<file path="src/rtl/seq_divider.sv">
// Multi-cycle unsigned restoring divider: one quotient bit per clock on a start/done handshake.
// Shift-left {A,Q} pair, subtract-and-test against M, down-counter of remaining iterations.
module seq_divider #(
  parameter int WIDTH = 16
) (
  input  logic             clk,
  input  logic             clr_n,
  input  logic             start,
  input  logic [WIDTH-1:0] dividend,
  input  logic [WIDTH-1:0] divisor,
  output logic             busy,
  output logic             done,
  output logic [WIDTH-1:0] quotient,
  output logic [WIDTH-1:0] remainder,
  output logic             div_by_zero
);

  localparam int CNT_W = $clog2(WIDTH + 1);

  typedef enum logic [1:0] {
    ST_IDLE = 2'd0,
    ST_CALC = 2'd1,
    ST_DONE = 2'd2
  } state_e;

  state_e           state_q, state_d;
  // The partial remainder never reaches M, so its top bit is always zero and is not stored;
  // the (WIDTH+1)-bit shifted value As is rebuilt from it each iteration.
  logic [WIDTH-1:0] a_q, a_d;
  logic [WIDTH-1:0] q_q, q_d;
  logic [WIDTH-1:0] m_q, m_d;
  logic [CNT_W-1:0] count_q, count_d;
  logic [WIDTH-1:0] quot_q, quot_d;
  logic [WIDTH-1:0] rem_q, rem_d;
  logic             dbz_q, dbz_d;

  logic [WIDTH:0]   as_s;
  logic [WIDTH:0]   diff_s;

  always_ff @(posedge clk or negedge clr_n) begin
    if (!clr_n) begin
      state_q <= ST_IDLE;
      a_q     <= '0;
      q_q     <= '0;
      m_q     <= '0;
      count_q <= '0;
      quot_q  <= '0;
      rem_q   <= '0;
      dbz_q   <= 1'b0;
    end else begin
      state_q <= state_d;
      a_q     <= a_d;
      q_q     <= q_d;
      m_q     <= m_d;
      count_q <= count_d;
      quot_q  <= quot_d;
      rem_q   <= rem_d;
      dbz_q   <= dbz_d;
    end
  end

  always_comb begin
    state_d = state_q;
    a_d     = a_q;
    q_d     = q_q;
    m_d     = m_q;
    count_d = count_q;
    quot_d  = quot_q;
    rem_d   = rem_q;
    dbz_d   = dbz_q;

    as_s    = {a_q, q_q[WIDTH-1]};
    diff_s  = as_s - {1'b0, m_q};

    case (state_q)
      ST_IDLE: begin
        if (start) begin
          if (divisor != '0) begin
            a_d     = '0;
            q_d     = dividend;
            m_d     = divisor;
            count_d = CNT_W'(WIDTH);
            state_d = ST_CALC;
          end else begin
            quot_d  = '1;
            rem_d   = dividend;
            dbz_d   = 1'b1;
            state_d = ST_DONE;
          end
        end else begin
          state_d = ST_IDLE;
        end
      end
      ST_CALC: begin
        // Negative trial difference means M did not fit: keep the shifted value, quotient bit 0.
        if (diff_s[WIDTH]) begin
          a_d = as_s[WIDTH-1:0];
          q_d = {q_q[WIDTH-2:0], 1'b0};
        end else begin
          a_d = diff_s[WIDTH-1:0];
          q_d = {q_q[WIDTH-2:0], 1'b1};
        end
        count_d = count_q - CNT_W'(1);
        if (count_q == CNT_W'(1)) begin
          quot_d  = q_d;
          rem_d   = a_d;
          dbz_d   = 1'b0;
          state_d = ST_DONE;
        end else begin
          state_d = ST_CALC;
        end
      end
      ST_DONE: begin
        state_d = ST_IDLE;
      end
      default: begin
        state_d = ST_IDLE;
      end
    endcase
  end

  assign busy        = (state_q != ST_IDLE);
  assign done        = (state_q == ST_DONE);
  assign quotient    = quot_q;
  assign remainder   = rem_q;
  assign div_by_zero = dbz_q;

endmodule
</file>
<file path="config.mk">
export PLATFORM = sky130hd
export DESIGN_NAME = seq_divider
export DESIGN_NICKNAME = d
export VERILOG_FILES = /design/src/rtl/seq_divider.sv
export SDC_FILE = /design/constraint.sdc
export NUM_CORES = 1
export LEC_CHECK = 0
export BUFFER_PORTS_ARGS = -buffer_cell sky130_fd_sc_hd__buf_4
export CAP_MARGIN = 5
export CELL_PAD_IN_SITES_DETAIL_PLACEMENT = 1
export CELL_PAD_IN_SITES_GLOBAL_PLACEMENT = 2
export CORE_MARGIN = 2
export CORE_UTILIZATION = 38
export CTS_BUF_LIST = sky130_fd_sc_hd__clkbuf_8
export CTS_CLUSTER_SIZE = 10
export DETAILED_ROUTE_END_ITERATION = 12
export HOLD_SLACK_MARGIN = 0.1
export PLACE_DENSITY = 0.88
export SLEW_MARGIN = 5
export SYNTH_ARGS = -nofsm -noshare
export SYNTH_HDL_FRONTEND = slang
export SYNTH_SLANG_ARGS = --single-unit
</file>
<file path="constraint.sdc">
create_clock -name clk -period 4 [get_ports clk]
set_clock_uncertainty 0.15 [all_clocks]
set_input_delay 0.8 -clock clk [delete_from_list [all_inputs] [get_ports clk]]
set_output_delay 0.8 -clock clk [all_outputs]
set_load 0.05 [all_outputs]
</file>
== After elaboration in Yosys (flattened, before gate mapping) ==
Cells that the tools add are included.

* Add/subtract/negate cells: 2
* Reductions and logical operators: 7
* Equality and inequality tests: 7
* Multiplexer cells: 27

{| class="wikitable"
|+ Operator list
! operator !! number
|-
| $mux W16 || 11
|-
| $pmux W16 S2 || 4
|-
| $sub A17 B16 Y17 || 1
|-
| $reduce_bool A16 Y1 || 1
|-
| $mux W5 || 2
|-
| $pmux W5 S2 || 1
|-
| $ne A2 B2 Y1 const B || 4
|-
| $mux W2 || 3
|-
| $reduce_and A3 Y1 || 2
|-
| $eq A5 B1 Y1 const B || 1
|-
| $sub A5 B1 Y5 const B || 1
|-
| $mux W1 || 4
|-
| $pmux W2 S2 || 1
|-
| $reduce_and A4 Y1 || 1
|-
| $reduce_bool A2 Y1 || 2
|-
| $eq A2 B1 Y1 const B || 1
|-
| $eq A2 B2 Y1 const B || 1
|-
| $logic_not A2 Y1 || 1
|-
| $pmux W1 S2 || 1
|}

* Word-level logic and storage cells: 51
* Bits of input ports: 35
* Output and inout bits: 35
* Bits in registers: 88

== Logic depth before layout (Yosys ltp) ==
* Depth in word-level cells: 4
* Gate-level depth with buffers: 11
* Gate-level depth less buffers: 10

== Worst setup path after synthesis ==
Ideal clock, no wire load.

* Path kind: register to register
* Start: reg q_q[15]
* End: reg rem_q[1], in the netlist remainder[1]
* Data arrival time: 2432 ps
* Stages on the path, launching flop included: 12
* Setup slack: 1335 ps
* Required time: 3767 ps
* Setup time: 83 ps
* Period minus slack after synthesis: 2665 ps
* Buffers on the path: 1
* Cells stage by stage: dfrtp_1 > inv_1 > ha_1 > fa_1 > nand2b_1 > a21oi_2 > o21ai_2 > o21a_1 > o211ai_2 > buf_6 > mux2_2 > o22ai_1

* Longest elaborated chain between the ends: 4

{| class="wikitable"
|+ Ends and longest elaborated chain
! element !! line !! text
|-
| start: declaration || 30 || <nowiki>logic [WIDTH-1:0] q_q, q_d;</nowiki>
|-
| start signal: assignment || 53 || <nowiki>q_q <= q_d;</nowiki>
|-
| $sub A17 B16 Y17 || 73 || <nowiki>diff_s = as_s - {1'b0, m_q};</nowiki>
|-
| $mux W16 || 96 || <nowiki>if (diff_s[WIDTH]) begin</nowiki>
|-
| $mux W16 || 104 || <nowiki>if (count_q == CNT_W'(1)) begin</nowiki>
|-
| $pmux W16 S2 || 75 || <nowiki>case (state_q)</nowiki>
|-
| end signal: assignment || 57 || <nowiki>rem_q <= rem_d;</nowiki>
|-
| end: declaration || 34 || <nowiki>logic [WIDTH-1:0] rem_q, rem_d;</nowiki>
|}

No other way between the ends. The select of a mux whose other input is x is not followed.
A chain may end at the register's enable or synchronous reset.

== Worst setup path after layout ==
* Start: reg count_q[0]
* End: reg rem_q[14], in the netlist remainder[14]

* Longest elaborated chain between the ends: 3

{| class="wikitable"
|+ Ends and longest elaborated chain
! element !! line !! text
|-
| start: declaration || 32 || <nowiki>logic [CNT_W-1:0] count_q, count_d;</nowiki>
|-
| start signal: assignment || 55 || <nowiki>count_q <= count_d;</nowiki>
|-
| $eq A5 B1 Y1 || 104 ||
|-
| $ne A2 B2 Y1 (no line) || - ||
|-
| $reduce_and A4 Y1 (no line) || - ||
|}

No other way between the ends.

==> run metrics <==
Final Hold Viols 0; clock-pin slew on the worst setup and hold paths 90 ps; postcts setup bufs 0; Synth cell types 48; root buf cell clkbuf_8; final wirelength 12.8 mm; Worst Tran Pin Value 1110 ps; top routing layer in use met4; # hold bufs at CTS 0; CTS Sinks 88; gate count of the mapped netlist 543; Initial Util 0.390; # nets final 655; TNS Setup 0 ps; htree depth 3; prevailing post-synth register cell dfrtp_1; YS warnings 0; first-pass GRT wire length 20.8 mm; CTS tree built; Worst Path Max Fanout 18; Die W 115 µm; number of global-route vias before repair 4263; drt first pass iters 4; outcome completed; P&R area growth vs syn 18.5%; share of the synthesized area in the top cell type 0.470; Post-DP HPWL 9.54 mm; Rows 40; Via density 5.37; wire length per cell 17.0 µm; startpoint types flop; Period minus WS final 3420 ps; met2 WL 6.24 mm; total gr overflow 0; Hold Crit Class primary input to asynchronous set/reset pin; Final ANT Viol Nets 0; total core area 12000 µm²; asr flop ratio synth 1.00; Slew Limit Fails 0; initial antenna violation count 0; Mapped Area 4680 µm²; drt initial violations 186; Post-synth EDFFs 0; setup violators final 0; largest net degree at the start of global routing 50; met3 routed WL 418 µm; overall routing resource usage 0.201; Worst-Skew Late Latency 350 ps; share of cells above drive strength 1 0.172; via count 4047; syn avg cell area 8.62 µm²; area leader, netlist dfrtp_1; Buffers on Ports 69; Net Count, Synth 597; CTS Buf Count 9; # Max-Cap Violations 0; Yosys reg bits 88; most common cell in the netlist nand2_1; clock buffer depth 2; crit path DAT 3510 ps; Commonest cells post-synth nand2_1, dfrtp_1, nor2_1; post-cts sizing count 0; WP data required 4090 ps; I/O pins 70; die area 13200 µm²; Die Span Y 115 µm; RSZ-0062 raised after global routing false; Tcrit/Tclk final 0.855; M1 WL 5.93 mm; Worst slew margin 0.259; Inserted Diodes 0; largest cells by area after synthesis dfrtp_1, nand2_1, o21ai_0; CP Class flop to flop; routability cong. 0.767; CP Capture Type flop; drc violations 0; part of the Yosys area used for sequential elements 0.470; fmax 0.292 GHz
==> stage by stage <==
step	hold WS (ps)	setup slack, ps	instances	utilization	cell area, µm²
6_report	302	579	753	0.462	5550
5_1_grt	338	231	753	0.462	5550
4_1_cts	326	556	753	0.462	5550
3_5_place_dp	342	357	737	0.444	5330
3_3_place_gp	329	484	737	0.444	5330
2_1_floorplan	300	1340	543	-	4680
==> cells in the final DEF, fill, tap and decap left out, drive strengths merged, types with 2 or more instances in the layout <==
master,n
or3,3
o21a,3
clkinv,2
a21o,2
nor2b,3
dfrtp,88
nand2b,8
a22oi,3
o211ai,4
clkbuf,13
mux2,2
nand4,2
inv,21
mux2i,12
nor3,3
nor2,52
nand2,101
xnor2,9
a211oi,3
nand3,20
o21ai,66
a31oi,18
nor4,6
o22ai,9
and2,2
buf,79
a21oi,34
and3,2
ha,18
xor2,7
==> layer usage <==
metal  track usage  vias up
met5             0        -
met4        0.0602        0
met2         0.349       69
met1         0.258     1978
li1              -     1985
met3        0.0337       15
==> final timing paths <==
kind	depth (start not counted)	slack, ps	endpoint	start
hold reg to reg	2	360	m_q[0]$_DFFE_PN0P_	m_q[0]$_DFFE_PN0P_
min in group clk	2	360	m_q[0]$_DFFE_PN0P_	m_q[0]$_DFFE_PN0P_
setup / recovery	9	580	remainder[14]$_DFFE_PN0P_	count_q[0]$_DFFE_PN0P_
setup reg to reg	9	580	remainder[14]$_DFFE_PN0P_	count_q[0]$_DFFE_PN0P_
max in group asynchronous	2	2640	state_q[1]$_DFF_PN0_	clr_n
hold / removal	1	300	quotient[13]$_DFFE_PN0P_	clr_n
==> cell families (layout without fill, tap and decap cells) <==
family,after synthesis,count (layout),share of synthesized area
buffers and inverters,53,116,0.0462
AND/OR/NAND/NOR,204,204,0.186
adder cells (fa/ha/maj),19,19,0.0524
multiplexers,14,14,0.0305
AO/OA/AOI/OAI,149,149,0.185
flip-flops,88,88,0.470
XOR/XNOR,16,16,0.0299
==> sequential cells by signal (all words and copies together) (netlist names) <==
signal	count
a_q	16
count_q	5
div_by_zero	1
m_q	16
q_q	16
quotient	16
remainder	16
state_q	2
==> layout make-up <==
| cell class | count | area (µm²) |
|---|---|---|
| clock buffers | 13 | 179 |
| well taps | 147 | 184 |
| flip-flops and latches | 88 | 2200 |
| clock inverters | 3 | 38.8 |
| fillers | 1447 | 6460 |
| inverters | 21 | 78.8 |
| multi-input cells | 402 | 2270 |
| repair buffers | 79 | 593 |
==> worst max-delay path: stages, from the launching register on <==
cell and delay (ps):
dfrtp_1 430, ha_1 230, nor4b_1 170, and2_1 180, nor2_1 850, clkinv_1 760, nor2_1 260, a21oi_1 60
a31oi_1 150, o21ai_1 80
Power is not shown: default switching activity piles up to over one toggle a cycle in this logic, so the estimate is an artifact.
